### src/rtl/uart_ram_programmer_pkg.sv
// Shared constants and helpers for the UART RAM programmer.
package uart_ram_programmer_pkg;

    // Payload words are assembled from this many bytes, least-significant first.
    localparam int unsigned BYTES_PER_WORD = 4;

    // Clock cycles per UART bit. Integer division, so the real baud rate is
    // slightly faster than nominal when CLK_FREQ is not an exact multiple.
    function automatic int unsigned clks_per_bit(input int unsigned clk_freq,
                                                 input int unsigned baud_rate);
        return clk_freq / baud_rate;
    endfunction

endpackage

### src/rtl/uart_ram_programmer_rx.sv
// 8N1 UART byte receiver: 2-flop synchronizer, mid-bit sampling, start-glitch
// rejection and stop-bit framing check. Emits a one-cycle valid per good byte.
module uart_rx_byte #(
    parameter int unsigned CLKS_PER_BIT = 10
) (
    input  logic       clk_i,
    input  logic       rst_ni,
    input  logic       rx_i,
    output logic [7:0] byte_o,
    output logic       valid_o
);

    localparam int unsigned CW = $clog2(CLKS_PER_BIT);
    localparam logic [CW-1:0] HALF_M1 = CW'(CLKS_PER_BIT / 2 - 1);
    localparam logic [CW-1:0] BIT_M1  = CW'(CLKS_PER_BIT - 1);

    localparam logic [1:0] RX_IDLE  = 2'd0;
    localparam logic [1:0] RX_START = 2'd1;
    localparam logic [1:0] RX_DATA  = 2'd2;
    localparam logic [1:0] RX_STOP  = 2'd3;

    logic [1:0]    sync_q;
    logic          prev_q;
    logic          rx_s;
    logic [1:0]    state_q, state_d;
    logic [CW-1:0] cnt_q, cnt_d;
    logic [2:0]    bit_q, bit_d;
    logic [7:0]    shift_q, shift_d;
    logic [7:0]    byte_q, byte_d;
    logic          valid_q, valid_d;

    assign rx_s    = sync_q[1];
    assign byte_o  = byte_q;
    assign valid_o = valid_q;

    // Synchronize the asynchronous line; idle-high reset avoids a false start.
    always_ff @(posedge clk_i or negedge rst_ni) begin
        if (!rst_ni) begin
            sync_q <= 2'b11;
            prev_q <= 1'b1;
        end else begin
            sync_q <= {sync_q[0], rx_i};
            prev_q <= sync_q[1];
        end
    end

    // Frame state machine: start check at half bit, then one sample per bit.
    always_comb begin
        state_d = state_q;
        cnt_d   = cnt_q;
        bit_d   = bit_q;
        shift_d = shift_q;
        byte_d  = byte_q;
        valid_d = 1'b0;
        case (state_q)
            RX_IDLE: begin
                if (prev_q && !rx_s) begin
                    state_d = RX_START;
                    cnt_d   = '0;
                end
            end
            RX_START: begin
                if (cnt_q == HALF_M1) begin
                    cnt_d   = '0;
                    bit_d   = '0;
                    state_d = rx_s ? RX_IDLE : RX_DATA;
                end else begin
                    cnt_d = cnt_q + 1'b1;
                end
            end
            RX_DATA: begin
                if (cnt_q == BIT_M1) begin
                    cnt_d   = '0;
                    shift_d = {rx_s, shift_q[7:1]};
                    if (bit_q == 3'd7) begin
                        state_d = RX_STOP;
                    end else begin
                        bit_d = bit_q + 1'b1;
                    end
                end else begin
                    cnt_d = cnt_q + 1'b1;
                end
            end
            default: begin
                if (cnt_q == BIT_M1) begin
                    cnt_d   = '0;
                    state_d = RX_IDLE;
                    if (rx_s) begin
                        byte_d  = shift_q;
                        valid_d = 1'b1;
                    end
                end else begin
                    cnt_d = cnt_q + 1'b1;
                end
            end
        endcase
    end

    // Frame state registers.
    always_ff @(posedge clk_i or negedge rst_ni) begin
        if (!rst_ni) begin
            state_q <= RX_IDLE;
            cnt_q   <= '0;
            bit_q   <= '0;
            shift_q <= '0;
            byte_q  <= '0;
            valid_q <= 1'b0;
        end else begin
            state_q <= state_d;
            cnt_q   <= cnt_d;
            bit_q   <= bit_d;
            shift_q <= shift_d;
            byte_q  <= byte_d;
            valid_q <= valid_d;
        end
    end

endmodule

### src/rtl/uart_ram_programmer.sv
// UART RAM loader: detects a magic byte sequence, then receives a word count
// and that many little-endian words, emitting one write strobe per word while
// holding the system in reset. A silent line ends programming early.
module uart_ram_programmer
    import uart_ram_programmer_pkg::*;
#(
    parameter int unsigned                CLK_FREQ     = 50_000_000,
    parameter int unsigned                BAUD_RATE    = 115200,
    parameter int unsigned                SEQ_LENGTH   = 9,
    parameter logic [SEQ_LENGTH*8-1:0]    MAGIC_SEQ    = "CERESTEST",
    parameter int unsigned                BREAK_CYCLES = 1_000_000
) (
    input  logic        clk_i,
    input  logic        rst_ni,
    input  logic        uart_rx_i,
    output logic [31:0] prog_addr_o,
    output logic [31:0] prog_data_o,
    output logic        prog_valid_o,
    output logic        prog_mode_o,
    output logic        system_reset_o
);

    localparam int unsigned CLKS_PER_BIT = clks_per_bit(CLK_FREQ, BAUD_RATE);
    localparam int unsigned IDXW = $clog2(SEQ_LENGTH + 1);
    localparam int unsigned TW   = $clog2(BREAK_CYCLES + 1);
    localparam logic [IDXW-1:0] IDX_LAST  = IDXW'(SEQ_LENGTH - 1);
    localparam logic [TW-1:0]   TMO_LAST  = TW'(BREAK_CYCLES - 1);
    localparam logic [1:0]      LAST_BYTE = 2'(BYTES_PER_WORD - 1);

    localparam logic [1:0] ST_IDLE  = 2'd0;
    localparam logic [1:0] ST_COUNT = 2'd1;
    localparam logic [1:0] ST_DATA  = 2'd2;
    localparam logic [1:0] ST_DONE  = 2'd3;

    // Byte i of the magic string, byte 0 being the first one on the wire.
    function automatic logic [7:0] magic_byte(input int unsigned i);
        logic [SEQ_LENGTH*8-1:0] s;
        s = MAGIC_SEQ >> ((SEQ_LENGTH - 1 - i) * 8);
        return s[7:0];
    endfunction

    logic [7:0]      rx_byte;
    logic            rx_valid;

    logic [1:0]      state_q, state_d;
    logic [IDXW-1:0] idx_q, idx_d;
    logic [1:0]      byte_cnt_q, byte_cnt_d;
    logic [31:0]     word_count_q, word_count_d;
    logic [31:0]     words_q, words_d;
    logic [31:0]     addr_q, addr_d;
    logic [31:0]     data_q, data_d;
    logic            valid_q, valid_d;
    logic            mode_q, mode_d;
    logic            sysrst_q, sysrst_d;
    logic [TW-1:0]   timer_q, timer_d;
    logic [31:0]     count_full;

    uart_rx_byte #(
        .CLKS_PER_BIT(CLKS_PER_BIT)
    ) u_rx (
        .clk_i  (clk_i),
        .rst_ni (rst_ni),
        .rx_i   (uart_rx_i),
        .byte_o (rx_byte),
        .valid_o(rx_valid)
    );

    assign prog_addr_o    = addr_q;
    assign prog_data_o    = data_q;
    assign prog_valid_o   = valid_q;
    assign prog_mode_o    = mode_q;
    assign system_reset_o = sysrst_q;
    assign count_full     = {rx_byte, word_count_q[31:8]};

    // Magic matcher, load FSM and inter-byte timeout.
    always_comb begin
        state_d      = state_q;
        idx_d        = idx_q;
        byte_cnt_d   = byte_cnt_q;
        word_count_d = word_count_q;
        words_d      = words_q;
        addr_d       = valid_q ? addr_q + 32'd1 : addr_q;
        data_d       = data_q;
        valid_d      = 1'b0;
        mode_d       = mode_q;
        sysrst_d     = sysrst_q;
        timer_d      = timer_q;
        case (state_q)
            ST_IDLE: begin
                if (rx_valid) begin
                    if (rx_byte == magic_byte(32'(idx_q))) begin
                        if (idx_q == IDX_LAST) begin
                            state_d    = ST_COUNT;
                            idx_d      = '0;
                            mode_d     = 1'b1;
                            sysrst_d   = 1'b1;
                            byte_cnt_d = '0;
                            words_d    = '0;
                            timer_d    = '0;
                        end else begin
                            idx_d = idx_q + 1'b1;
                        end
                    end else begin
                        // A mismatching byte may itself start a new sequence.
                        idx_d = (rx_byte == magic_byte(0)) ? IDXW'(1) : '0;
                    end
                end
            end
            ST_COUNT: begin
                if (rx_valid) begin
                    timer_d      = '0;
                    word_count_d = count_full;
                    byte_cnt_d   = byte_cnt_q + 2'd1;
                    if (byte_cnt_q == LAST_BYTE) begin
                        if (count_full == 32'd0) begin
                            state_d = ST_DONE;
                        end else begin
                            state_d = ST_DATA;
                            addr_d  = '0;
                        end
                    end
                end else if (timer_q == TMO_LAST) begin
                    state_d = ST_DONE;
                end else begin
                    timer_d = timer_q + 1'b1;
                end
            end
            ST_DATA: begin
                if (rx_valid) begin
                    timer_d    = '0;
                    data_d     = {rx_byte, data_q[31:8]};
                    byte_cnt_d = byte_cnt_q + 2'd1;
                    if (byte_cnt_q == LAST_BYTE) begin
                        valid_d = 1'b1;
                        words_d = words_q + 32'd1;
                        if (words_q + 32'd1 == word_count_q) begin
                            state_d = ST_DONE;
                        end
                    end
                end else if (timer_q == TMO_LAST) begin
                    state_d = ST_DONE;
                end else begin
                    timer_d = timer_q + 1'b1;
                end
            end
            default: begin
                state_d  = ST_IDLE;
                idx_d    = '0;
                mode_d   = 1'b0;
                sysrst_d = 1'b0;
            end
        endcase
    end

    // Loader state and registered outputs.
    always_ff @(posedge clk_i or negedge rst_ni) begin
        if (!rst_ni) begin
            state_q      <= ST_IDLE;
            idx_q        <= '0;
            byte_cnt_q   <= '0;
            word_count_q <= '0;
            words_q      <= '0;
            addr_q       <= '0;
            data_q       <= '0;
            valid_q      <= 1'b0;
            mode_q       <= 1'b0;
            sysrst_q     <= 1'b0;
            timer_q      <= '0;
        end else begin
            state_q      <= state_d;
            idx_q        <= idx_d;
            byte_cnt_q   <= byte_cnt_d;
            word_count_q <= word_count_d;
            words_q      <= words_d;
            addr_q       <= addr_d;
            data_q       <= data_d;
            valid_q      <= valid_d;
            mode_q       <= mode_d;
            sysrst_q     <= sysrst_d;
            timer_q      <= timer_d;
        end
    end

endmodule

### config.mk
export PLATFORM = sky130hd
export DESIGN_NAME = uart_ram_programmer
export DESIGN_NICKNAME = d
export VERILOG_FILES = /design/src/rtl/uart_ram_programmer_pkg.sv /design/src/rtl/uart_ram_programmer_rx.sv /design/src/rtl/uart_ram_programmer.sv
export SDC_FILE = /design/constraint.sdc
export NUM_CORES = 1
export LEC_CHECK = 0
export BUFFER_PORTS_ARGS = -buffer_cell sky130_fd_sc_hd__buf_4
export CAP_MARGIN = 20
export CORE_MARGIN = 1.5
export CORE_UTILIZATION = 55
export CTS_CLUSTER_SIZE = 20
export DETAILED_ROUTE_END_ITERATION = 8
export GPL_TIMING_DRIVEN = 0
export PLACE_DENSITY = 0.82
export SYNTH_ARGS = -nofsm -noshare
export SYNTH_HDL_FRONTEND = slang
export SYNTH_SLANG_ARGS = --single-unit
### constraint.sdc
create_clock -name clk_i -period 3 [get_ports clk_i]
set_input_delay 0.45 -clock clk_i [delete_from_list [all_inputs] [get_ports clk_i]]
set_output_delay 0.45 -clock clk_i [all_outputs]
set_load 0.05 [all_outputs]
Word-level counts from Yosys, hierarchy flattened
Cells that the tools add are included.

Bitwise gates (word level): 2. Add/sub/neg operators: 8. Eq/ne operators: 28. Multiplexer cells: 63. Shift operators: 1. Reduce and logical (&&, ||, !) cells: 23.

Operators by type and width (count): $mux W32 (10); $mux W20 (5); $shr A71 B32 Y8 const A (1); $add A32 B1 Y32 const B (2); $pmux W32 S2 (1); $pmux W20 S2 (1); $mux W2 (19); $eq A32 B32 Y1 (1); $logic_not A32 Y1 (1); $mux W9 (3); $add A20 B1 Y20 const B (1); $eq A20 B20 Y1 const B (1); $pmux W9 S2 (1); $reduce_and A5 Y1 (3); $ne A2 B1 Y1 const B (7); $mux W4 (3); $pmux W2 S3 (2); $reduce_and A6 Y1 (2); $mux W1 (11); $add A9 B1 Y9 const B (1); $eq A9 B8 Y1 const B (1); $eq A9 B9 Y1 const B (1); $mux W3 (3); $ne A3 B3 Y1 const B (3); other kinds (27) (41).

Bits in registers: 192. Bits of input ports: 3.

Logic depth before layout (Yosys ltp)
Gate-level depths: netlist of run 1.

Word-level depth: 6. Depth in mapped cells: 14. Mapped depth without buffers: 11.

By module
A second synthesis of run 1 with hierarchy kept.

Cell total of the unflattened synthesis: 1181. Area total of the unflattened synthesis: 11190.7 µm².

By module, submodules not included: uart_ram_programmer (area each 9600.5 µm², seq. area each 3953.8 µm², cells each 1043, instances 1); uart_rx_byte (area each 1590.3 µm², seq. area each 854.6 µm², cells each 138, instances 1).

Least setup slack after synthesis of run 1
OpenSTA, ideal clock, no wires.

Path kind: reg-to-reg. Start point: register idx_q[1]. End point: register words_q[5]. Library setup time: 103 ps. Period minus slack after synthesis: 3246 ps. Arrival time: 3143 ps. Stages on the path, launching flop included: 15. Setup slack: -246 ps. Required time: 2897 ps. Cell sequence: dfrtp_1 > buf_2 > inv_1 > ha_1 > buf_6 > inv_2 > o211a_1 > or3_1 > a221oi_2 > nand4_2 > nor3_4 > o22ai_2 > or2_4 > buf_6 > o41ai_2.

Word-level cells in the longest chain between the ends: 5.

Ends and longest elaborated chain: start: declaration (RTL line uart_ram_programmer.sv:46) `logic [IDXW-1:0] idx_q, idx_d;`; start signal: assignment (RTL line uart_ram_programmer.sv:171) `idx_q <= idx_d;`; $sub A4 B4 Y5 (RTL line uart_ram_programmer.sv:38) `s = MAGIC_SEQ >> ((SEQ_LENGTH - 1 - i) * 8);`; $shr A71 B32 Y8 (RTL line uart_ram_programmer.sv:38); $eq A8 B8 Y1 (RTL line uart_ram_programmer.sv:91) `if (rx_byte == magic_byte(32'(idx_q))) begin`; $ne A2 B2 Y1 (no source line); $reduce_and A6 Y1 (no source line) *; end signal: assignment (RTL line uart_ram_programmer.sv:174) `words_q <= words_d;`; end: declaration (RTL line uart_ram_programmer.sv:49) `logic [31:0] words_q, words_d;`.

Every way passes the cells marked *; elsewhere a longest branch is shown, timed or not. A chain may end at the register's enable or synchronous reset.

Final worst setup path of run 1
Start point: register idx_q[1]. End point: register words_q[6].

Same word-level chain as after synthesis.

==> results.py, run 1 <==
metrics = {
    "run_status": {
        "status": "complete, but fails checks",
        "violations": "negative hold slack, negative setup slack",
    },
    "synth": {
        "yosys.area.top_type": "dfrtp_1",
        "synthArstFlopShare_pct": 100.0,
        "synth.yosys.seq_area_share_pct": 46.45,
        "synth.cell_area_um2": 10350,
        "synth.distinct_cells": 78,
        "synthFlopType": "dfrtp_1",
        "yosysWarnings": 0,
        "syn_area_per_cell_um2": 9.813,
        "synth_edf_count": 0,
        "synthCells": 1055,
        "yosys-top-cells-area": "dfrtp_1, mux2_2, o21ai_0",
        "syn-num-nets": 1073,
        "synth_top_area_share_pct": 45.69,
        "synth_seq_cells": 192,
    },
    "worst_setup_path": {
        "crit_arrival_ps": 3640,
        "worst-setup-path-type": "reg2reg",
        "critPathCaptureType": "register",
        "r2r_slack_ps": -300,
        "critical_path.max_fanout": 6,
        "worstSetupStartpointType": "register",
        "cp.required_ps": 3330,
    },
    "grt": {
        "grt_use_total_pct": 26.12,
        "grt_pass1_vias": 8263,
        "grt_max_degree": 112,
        "antenna_found_initial": 0,
        "grt_pass1_wl_um": 41520,
        "grt-ovfl-total": 0,
    },
    "route": {
        "drc": 0,
        "viasPerCell": 6.160,
        "first_pass_iters": 8,
        "vias": 8717,
        "routed_wl_um": 25580,
        "detail-route-antenna-nets": 0,
        "dr.first_iter.drc_count": 740,
        "routedWlPerCell_um": 18.08,
    },
    "floorplanning": {
        "die_height_um": 140.2,
        "dieArea_um2": 19650,
        "die_w_um": 140.2,
        "core-area_um2": 18210,
        "rows": 49,
        "io_pins": 70,
        "start_util_pct": 56.85,
    },
    "power": {
        "p_leak_nw": 5.989,
        "powerDensity_nw_per_um2": 413.9,
        "total_power_mw": 5.235,
        "ir_drop_uv": 411.6,
    },
    "placed_design": {
        "place_area_um2": 11230,
        "routabilityCongestion": 0.9406,
        "dp_hpwl_um": 16720,
        "pre_cts_ws_ps": -829.1,
        "port_buffers": 69,
    },
    "sta": {
        "worst_clock_skew_ps": 11.55,
        "hold_viol": 11,
        "fin_crit_ps": 3304,
        "setup_tns_ps": -12350,
        "slew_viol_final": 0,
        "rsz0062_at_grt": "true",
        "worstMarginPinSlew_ps": 676.3,
        "hold_ws_ps": -12.62,
        "slew_headroom_pct": 54.64,
        "fmaxAchievable_mhz": 302.7,
        "fin_ws_ps": -304.1,
        "setup_viol": 56,
        "finalCritPeriodShare_pct": 110.1,
    },
    "cts": {
        "cts_tree": "yes",
        "h-tree-depth": 4,
        "cts.clk_slew.worst_paths_ps": 80,
        "clockBufferDepth": 2,
        "cts-root-buf": "clkbuf_16",
        "clk-insertion-delay-late_ps": 440,
        "clkSinkCount": 192,
        "numCtsBuffers": 17,
    },
    "layout": {
        "drive_above_1_share_pct": 26.22,
        "area_delta_synth_final_pct": 22.17,
        "diodes": 0,
        "design_area_um2": 12650,
        "fin_nets": 1191,
        "mostFrequentLayoutCells": "dfrtp_1, buf_4, nand2_1",
        "final_common_cell": "dfrtp_1",
    },
    "flow_run": {
        "cap_violations": 0,
    },
    "worst_hold_path": {
        "hold_class": "in2async",
    },
}
## synth_stat cells (4+ instances only)
cell	number
dfrtp_1	189
o41ai_1	5
xnor2_1	38
and4_1	11
buf_4	4
a21oi_1	24
mux2i_1	8
a2111oi_0	4
o31ai_1	30
o22ai_1	4
mux2_2	70
nand4_1	20
nand2b_1	9
nor3_1	22
a21o_1	4
nand3_1	47
nor2b_1	15
nand2_1	97
inv_1	22
and3_1	27
and2_1	12
ha_1	15
or3_1	9
nor4_1	11
a211oi_1	8
a31oi_1	14
nor2_1	82
o21ai_0	89
xor2_1	42
buf_2	12
clkbuf_1	35
## kinds of logic (layout without fill, tap and decap cells)
group | count (synthesis) | after routing | synth area share, %
AO/OA/AOI/OAI | 216 | 216 | 13.39
XOR/XNOR | 80 | 80 | 6.768
adder cells (fa/ha/maj) | 16 | 16 | 1.910
buffers and inverters | 82 | 213 | 3.445
flip-flops | 192 | 192 | 46.45
multiplexers | 78 | 78 | 8.388
AND/OR/NAND/NOR | 391 | 391 | 19.65
## registers in the layout, summed over array words and instances, names as in the netlist, 2 cells and up
signal	cells
word_count_q	32
u_rx.bit_q	3
prog_data_o	32
u_rx.shift_q	8
timer_q	20
idx_q	4
prog_addr_o	32
state_q	2
u_rx.sync_q	2
u_rx.cnt_q	9
words_q	32
u_rx.byte_o	8
u_rx.state_q	2
byte_cnt_q	2
## worst max-delay path: stages (launching register included)
cell      delay [ps]
dfrtp_1          400
buf_6            130
inv_6             30
ha_4             250
buf_6            110
inv_4             30
o211a_1          230
or3_4            380
a221oi_4         270
nand4_2          200
nor3_4           270
o22ai_4          160
or2_4            360
buf_16           170
o41ai_2          210
## through the flow
stage          utilization, %  std cells
4_1_cts                 68.25       1407
2_1_floorplan               -       1055
6_report                69.46       1415
3_3_place_gp            61.47       1353
3_5_place_dp            61.66       1354
5_1_grt                 69.46       1415
## where the power goes
group / internal (mW) / leakage, nW / switching [mW]
combinational: 0.0985 / 3.03 / 0.187
clock: 1.15 / 0.296 / 1.14
sequential: 2.63 / 2.66 / 0.0303
## metal layers
metal	up-vias	global-route usage (%)	routed length, µm
met4	0	8.532	538
met2	335	42.00	12390
met3	51	5.368	1702
met1	4286	35.63	10950
li1	4045	-	-
met5	-	0	0
## path summary, 6_finish.rpt
| kind | endpoint | cells after the start | startpoint |
|---|---|---|---|
| worst max-delay path | words_q[6] | 14 | idx_q[1] |
| worst min-delay path | prog_data_o[20] | 1 | rst_ni |
| worst max register to register | words_q[6] | 14 | idx_q[1] |
| worst min register to register | u_rx.sync_q[1] | 0 | u_rx.sync_q[0] |
| max in group asynchronous | timer_q[19] | 2 | rst_ni |
| min in group clk_i | u_rx.sync_q[0] | 1 | uart_rx_i |
## final cells by class
type	instances	area, µm²
fillers	1258	5562
multi-input cells	781	5648
clock buffers	18	439.2
inverters	24	101.3
flip-flops and latches	192	4810
repair buffers	103	875.8
well taps	229	286.5
plain buffers	54	330.3
clock inverters	14	156.4
## timing repair
item                                   CTS  global route
buffers inserted                        21             9
hold buffers                             0             0
cloned                                   4             0
setup endpoints to repair               56            60
resized for setup                      117            59
pin swaps                               13            22
endpoints found under the hold margin    0             0
Power figures use the tool's default switching activity.
==> inputs of run 2 (changes only) <==
--- a/config.mk
+++ b/config.mk
@@ -5,6 +5,7 @@
 export SDC_FILE = /design/constraint.sdc
 export NUM_CORES = 1
 export LEC_CHECK = 0
+export ABC_AREA = 1
 export BUFFER_PORTS_ARGS = -buffer_cell sky130_fd_sc_hd__buf_4
 export CAP_MARGIN = 20
 export CORE_MARGIN = 1.5
==> results.py, run 2 <==
metrics = {
    "run_status": {
        "status": "finished, final reports clean",
    },
    "synth": {
        "synth.yosys.seq_area_share_pct": 45.14,
        "synth_seq_cells": 192,
        "synthCells": 1465,
        "yosys.area.top_type": "dfrtp_1",
        "synth_most_common_cell": "nand2_1",
        "yosysWarnings": 0,
        "syn-num-nets": 1483,
        "synthFlopType": "dfrtp_1",
        "synthArstFlopShare_pct": 100.0,
        "synth.cell_area_um2": 10650,
        "synth_top_area_share_pct": 44.40,
        "yosys-top-cells-area": "dfrtp_1, nand2_1, inv_1",
        "synth_common_cells": "nand2_1, dfrtp_1, inv_1, nor2_1, nand3_1",
        "syn_area_per_cell_um2": 7.271,
        "synth.distinct_cells": 43,
        "synth_edf_count": 0,
    },
    "power": {
        "p_leak_nw": 5.541,
        "comb_power_share_pct": 4.9,
        "p_int_mw": 3.891,
        "ir_drop_uv": 375.7,
        "p_sw_share_pct": 25.54,
        "clkPwrFrac_pct": 44.1,
        "powerDensity_nw_per_um2": 430.1,
        "power_frac_seq_pct": 51.1,
        "p_sw_mw": 1.335,
    },
    "placed_design": {
        "port_buffers": 69,
        "dp_hpwl_um": 19740,
        "dp_cells": 1795,
        "routabilityCongestion": 0.9357,
    },
    "cts": {
        "clkSinkCount": 192,
        "cts.clk_slew.worst_paths_ps": 80,
        "hold_buffers": 0,
        "cts-root-buf": "clkbuf_16",
        "cts_setup_buffers": 0,
        "cts_tree": "yes",
        "cts_resized": 0,
        "numCtsBuffers": 17,
        "clk-insertion-delay-late_ps": 440,
        "clockBufferDepth": 2,
        "h-tree-depth": 4,
    },
    "route": {
        "detail-route-antenna-nets": 0,
        "routed_wl_um": 26790,
        "viasPerCell": 5.450,
        "dr.first_iter.drc_count": 988,
        "drc": 0,
        "routedWlPerCell_um": 14.67,
        "vias": 9958,
        "first_pass_iters": 5,
    },
    "sta": {
        "slew_headroom_pct": 52.81,
        "rsz0062_at_grt": "false",
        "hold_viol": 0,
        "finalCritPeriodShare_pct": 91.63,
        "setup_tns_ps": 0,
        "worstMarginPinSlew_ps": 707.9,
        "setup_viol": 0,
        "slew_viol_final": 0,
        "fmaxAchievable_mhz": 363.8,
        "worst_clock_skew_ps": 11.60,
        "fin_crit_ps": 2749,
    },
    "layout": {
        "drive_above_1_share_pct": 9.636,
        "mostFrequentLayoutCells": "nand2_1, dfrtp_1, inv_1",
        "fin_nets": 1572,
        "fillers": 1636,
        "instances_no_fill": 1827,
        "final_util_pct": 64.51,
        "diodes": 0,
        "area_delta_synth_final_pct": 14.04,
        "final_common_cell": "nand2_1",
    },
    "worst_setup_path": {
        "crit_top_cell": "nand2_1",
        "critPathCaptureType": "register",
        "worstSetupStartpointType": "register",
        "slowest_stage": "dfrtp_2",
        "critical_path.max_fanout": 9,
        "worst-setup-path-type": "reg2reg",
        "crit_arrival_ps": 3070,
        "cp.required_ps": 3330,
        "crit_chain": "ha_2 -> nand2_1 -> nor2_2 -> nand2_1 -> nor2_4 -> nand3_1 -> nand3_1 -> nand3_1 -> nor2_1 -> nand2_1 -> nor2_1 -> nand3_1 -> nand2_1 -> nand2_1 -> nand2_1 -> nand2_1",
        "max_stage_delay_ps": 450,
    },
    "grt": {
        "grt_max_degree": 100,
        "grt-ovfl-total": 0,
        "grt_use_total_pct": 27.72,
        "grt_pass1_vias": 9510,
        "grt_pass1_wl_um": 44710,
        "antenna_found_initial": 0,
    },
    "floorplanning": {
        "dieArea_um2": 20210,
        "die_w_um": 142.2,
        "io_pins": 70,
        "rows": 50,
        "core-area_um2": 18830,
        "die_height_um": 142.2,
        "start_util_pct": 56.57,
    },
    "flow_run": {
        "cap_violations": 0,
    },
    "worst_hold_path": {
        "hold_class": "in2async",
    },
}
run 2: worst paths after layout:
path                                startpoint        endpoint  slack (ps)  cells after the start
min in group clk_i                   uart_rx_i  u_rx.sync_q[0]         110                      1
worst min register to register  u_rx.sync_q[0]  u_rx.sync_q[1]         360                      0
worst min-delay path                    rst_ni      timer_q[9]          40                      1
worst max-delay path                words_q[0]      state_q[1]         250                     16
max in group asynchronous               rst_ni     words_q[22]        2000                      2
worst max register to register      words_q[0]      state_q[1]         250                     16
run 2: metrics by stage:
step                power, mW  worst slack, ps  area (µm²)  hold slack [ps]
global route            5.420            65.33       12150            93.40
CTS                     5.256            1.352       12130            63.79
global placement        2.952            131.9       11500            346.9
floorplan               2.862            610.3       10650            154.4
finish                  5.225            251.1       12150            42.02
detailed placement      2.972            22.96       11530            350.8
run 2: metal layers:
| layer | vias to the layer above | GRT usage (%) | part of all wire (%) |
|---|---|---|---|
| li1 | 4887 | - | - |
| met1 | 4668 | 36.67 | 43 |
| met2 | 344 | 45.98 | 48 |
| met3 | 59 | 4.408 | 5.7 |
| met4 | 0 | 10.80 | 2.9 |
| met5 | - | 0 | 0 |
run 2: kinds of logic (layout without fill, tap and decap cells):
logic type	Yosys count	in the layout	synth area share, %
adder cells (fa/ha/maj)	15	15	1.762
multiplexers	2	2	0.1997
flip-flops	192	192	45.14
AND/OR/NAND/NOR	819	819	32.80
buffers and inverters	216	318	7.869
AO/OA/AOI/OAI	183	183	9.032
XOR/XNOR	38	38	3.195
run 2: worst max-delay path: cells and delay by family, from the launching register on:
family,cells,cell delay (ps)
and+or+nand+nor,15,1910
adders and majority gates,1,270
DFF,1,450
run 2: layout make-up:
class / instances / area, µm² / share of cell area (%)
multi-input combinational: 1057 / 5024 / 41.35
clock buffer: 18 / 429.2 / 3.533
tap: 260 / 325.3 / 2.678
inverter: 182 / 683.2 / 5.624
timing repair buffer: 70 / 553.0 / 4.552
clock inverter: 14 / 168.9 / 1.390
buffer: 34 / 155.1 / 1.277
sequential: 192 / 4810 / 39.59
run 2: power groups by stage:
stage	combinational, mW	clock (mW)	sequential (mW)
after floorplan	0.155	0	2.71
after global placement	0.238	0	2.71
after detailed placement	0.258	0	2.71
after CTS	0.256	2.33	2.67
after global routing	0.298	2.45	2.67
final	0.254	2.30	2.67
==> inputs of run 3 (changes only) <==
--- a/config.mk
+++ b/config.mk
@@ -8,6 +8,7 @@
 export ABC_AREA = 1
 export BUFFER_PORTS_ARGS = -buffer_cell sky130_fd_sc_hd__buf_4
 export CAP_MARGIN = 20
+export CORE_ASPECT_RATIO = 1.4
 export CORE_MARGIN = 1.5
 export CORE_UTILIZATION = 55
 export CTS_CLUSTER_SIZE = 20
==> results.py, run 3 (synthesis gave the netlist of run 2 again) <==
metrics = {
    "run_status": {
        "status": "finished, final reports clean",
    },
    "grt": {
        "grt_pass1_wl_um": 45220,
        "grt_max_degree": 124,
        "grt-ovfl-total": 0,
        "antenna_found_initial": 0,
        "grt_pass1_vias": 9577,
        "grt_use_total_pct": 27.88,
    },
    "sta": {
        "fmaxAchievable_mhz": 360.7,
        "hold_ws_ps": 100.9,
        "fin_crit_ps": 2772,
        "worstMarginPinSlew_ps": 698.9,
        "finalCritPeriodShare_pct": 92.41,
        "hold_viol": 0,
        "slew_viol_final": 0,
        "slew_headroom_pct": 53.02,
        "worst_clock_skew_ps": 15.47,
        "setup_viol": 0,
        "rsz0062_at_grt": "false",
    },
    "worst_hold_path": {
        "hold_class": "in2reg",
        "worstHoldPathCells": 1,
        "hold_start": "uart_rx_i",
        "min_to": "u_rx.sync_q[0]",
    },
    "worst_setup_path": {
        "reg2reg_from": "words_q[0]",
        "r2r-end": "state_q[1]",
        "critical_path.max_fanout": 8,
        "worst-setup-path-type": "reg2reg",
        "max_stage_delay_ps": 450,
        "slowest_stage": "dfrtp_2",
        "r2r_slack_ps": 230,
        "crit_arrival_ps": 3110,
        "critPathCaptureType": "register",
        "r2r_cells": 16,
        "crit_top_cell": "nand2_1",
        "worstSetupStartpointType": "register",
        "crit_chain": "ha_2 -> nand2_1 -> nor2_2 -> nand2_1 -> nor2_4 -> nand3_1 -> nand3_1 -> nand3_1 -> nor2_1 -> nand2_1 -> nor2_1 -> nand3_1 -> nand2_1 -> nand2_1 -> nand2_1 -> nand2_1",
        "startpoint": "words_q[0]",
        "cp.required_ps": 3340,
    },
    "layout": {
        "drive_above_1_share_pct": 9.873,
        "design_area_um2": 12210,
        "fin_nets": 1575,
        "diodes": 0,
        "final_common_cell": "nand2_1",
        "area_delta_synth_final_pct": 14.65,
        "mostFrequentLayoutCells": "nand2_1, dfrtp_1, inv_1",
    },
    "route": {
        "first_pass_iters": 6,
        "routedWlPerCell_um": 14.79,
        "drc": 0,
        "routed_wl_um": 26890,
        "dr.first_iter.drc_count": 715,
        "vias": 9831,
        "viasPerCell": 5.408,
        "detail-route-antenna-nets": 0,
    },
    "power": {
        "p_leak_nw": 5.553,
        "clkPwrFrac_pct": 45.6,
        "total_power_mw": 5.359,
        "p_sw_mw": 1.430,
        "powerDensity_nw_per_um2": 438.8,
        "comb_power_share_pct": 4.7,
        "p_int_mw": 3.929,
        "ir_drop_uv": 497.0,
        "power_frac_seq_pct": 49.7,
        "p_sw_share_pct": 26.69,
    },
    "cts": {
        "h-tree-depth": 4,
        "clk-insertion-delay-late_ps": 450,
        "cts-root-buf": "clkbuf_16",
        "clkSinkCount": 192,
        "clockBufferDepth": 2,
        "numCtsBuffers": 17,
        "cts_tree": "yes",
        "cts.clk_slew.worst_paths_ps": 80,
    },
    "flow_run": {
        "cap_violations": 0,
    },
    "floorplanning": {
        "start_util_pct": 55.87,
        "core-area_um2": 19070,
        "io_pins": 70,
        "dieArea_um2": 20220,
        "rows": 60,
        "die_height_um": 167.7,
        "die_w_um": 120.6,
    },
    "placed_design": {
        "dp_hpwl_um": 20090,
        "routabilityCongestion": 0.9226,
        "port_buffers": 69,
        "place_area_um2": 11520,
    },
}
==> run 3: how the worst max path moves through the flow <==
| stage | to | depth (start not counted) | slack [ps] |
|---|---|---|---|
| after floorplan | prog_addr_o[30] | 12 | 610 |
| after global placement | state_q[1] | 16 | -3 |
| after detailed placement | state_q[1] | 16 | -90 |
| after CTS | state_q[1] | 16 | 9 |
| after global routing | state_q[1] | 16 | 50 |
| final | state_q[1] | 16 | 230 |
==> run 3: metal layers <==
metal  global-route usage, %  share of wire (%)
met4                   15.14                4.5
met5                       0                  0
met3                   3.134                3.5
met1                   33.55                 40
met2                   48.49                 52
==> run 3: layout make-up <==
class | count | area, µm²
Clock inverter | 15 | 231.5
Sequential cell | 192 | 4811
Buffer | 34 | 155.1
Tap cell | 248 | 310.3
Timing Repair Buffer | 73 | 578.1
Clock buffer | 17 | 425.4
Fill cell | 1640 | 6855
Inverter | 182 | 683.2
Multi-Input combinational cell | 1057 | 5019
==> run 3: metrics by stage <==
stage | cells | utilization (%) | setup TNS [ps] | worst slack, ps
finish | 1818 | 64.05 | 0 | 227.7
global route | 1818 | 64.05 | 0 | 53.91
CTS | 1816 | 63.92 | 0 | 8.936
detailed placement | 1783 | 60.39 | -166.2 | -88.78
global placement | 1782 | 60.21 | -6.892 | -3.491
floorplan | 1465 | - | 0 | 610.3
==> run 3: repair_timing <==
action / CTS / global route
buffers inserted: 0 / 2
hold buffers: 1 / 0
setup endpoints to repair: 2 / 4
resized for setup: 1 / 5
hold endpoints to repair: 34 / 0
pin swaps: 0 / 1
==> run 3: worst max-delay path: cells and delay by family, from the launching register on <==
family | cells | cell delay (ps)
and+or+nand+nor | 15 | 1940
DFF | 1 | 450
adders and majority gates | 1 | 280
==> run 3: power groups by stage <==
stage               Sequential [mW]  Combinational [mW]  Clock, mW
global route                   2.67               0.301       2.55
finish                         2.66               0.250       2.45
CTS                            2.66               0.256       2.46
global placement               2.71               0.240          0
floorplan                      2.71               0.155          0
detailed placement             2.72               0.253          0
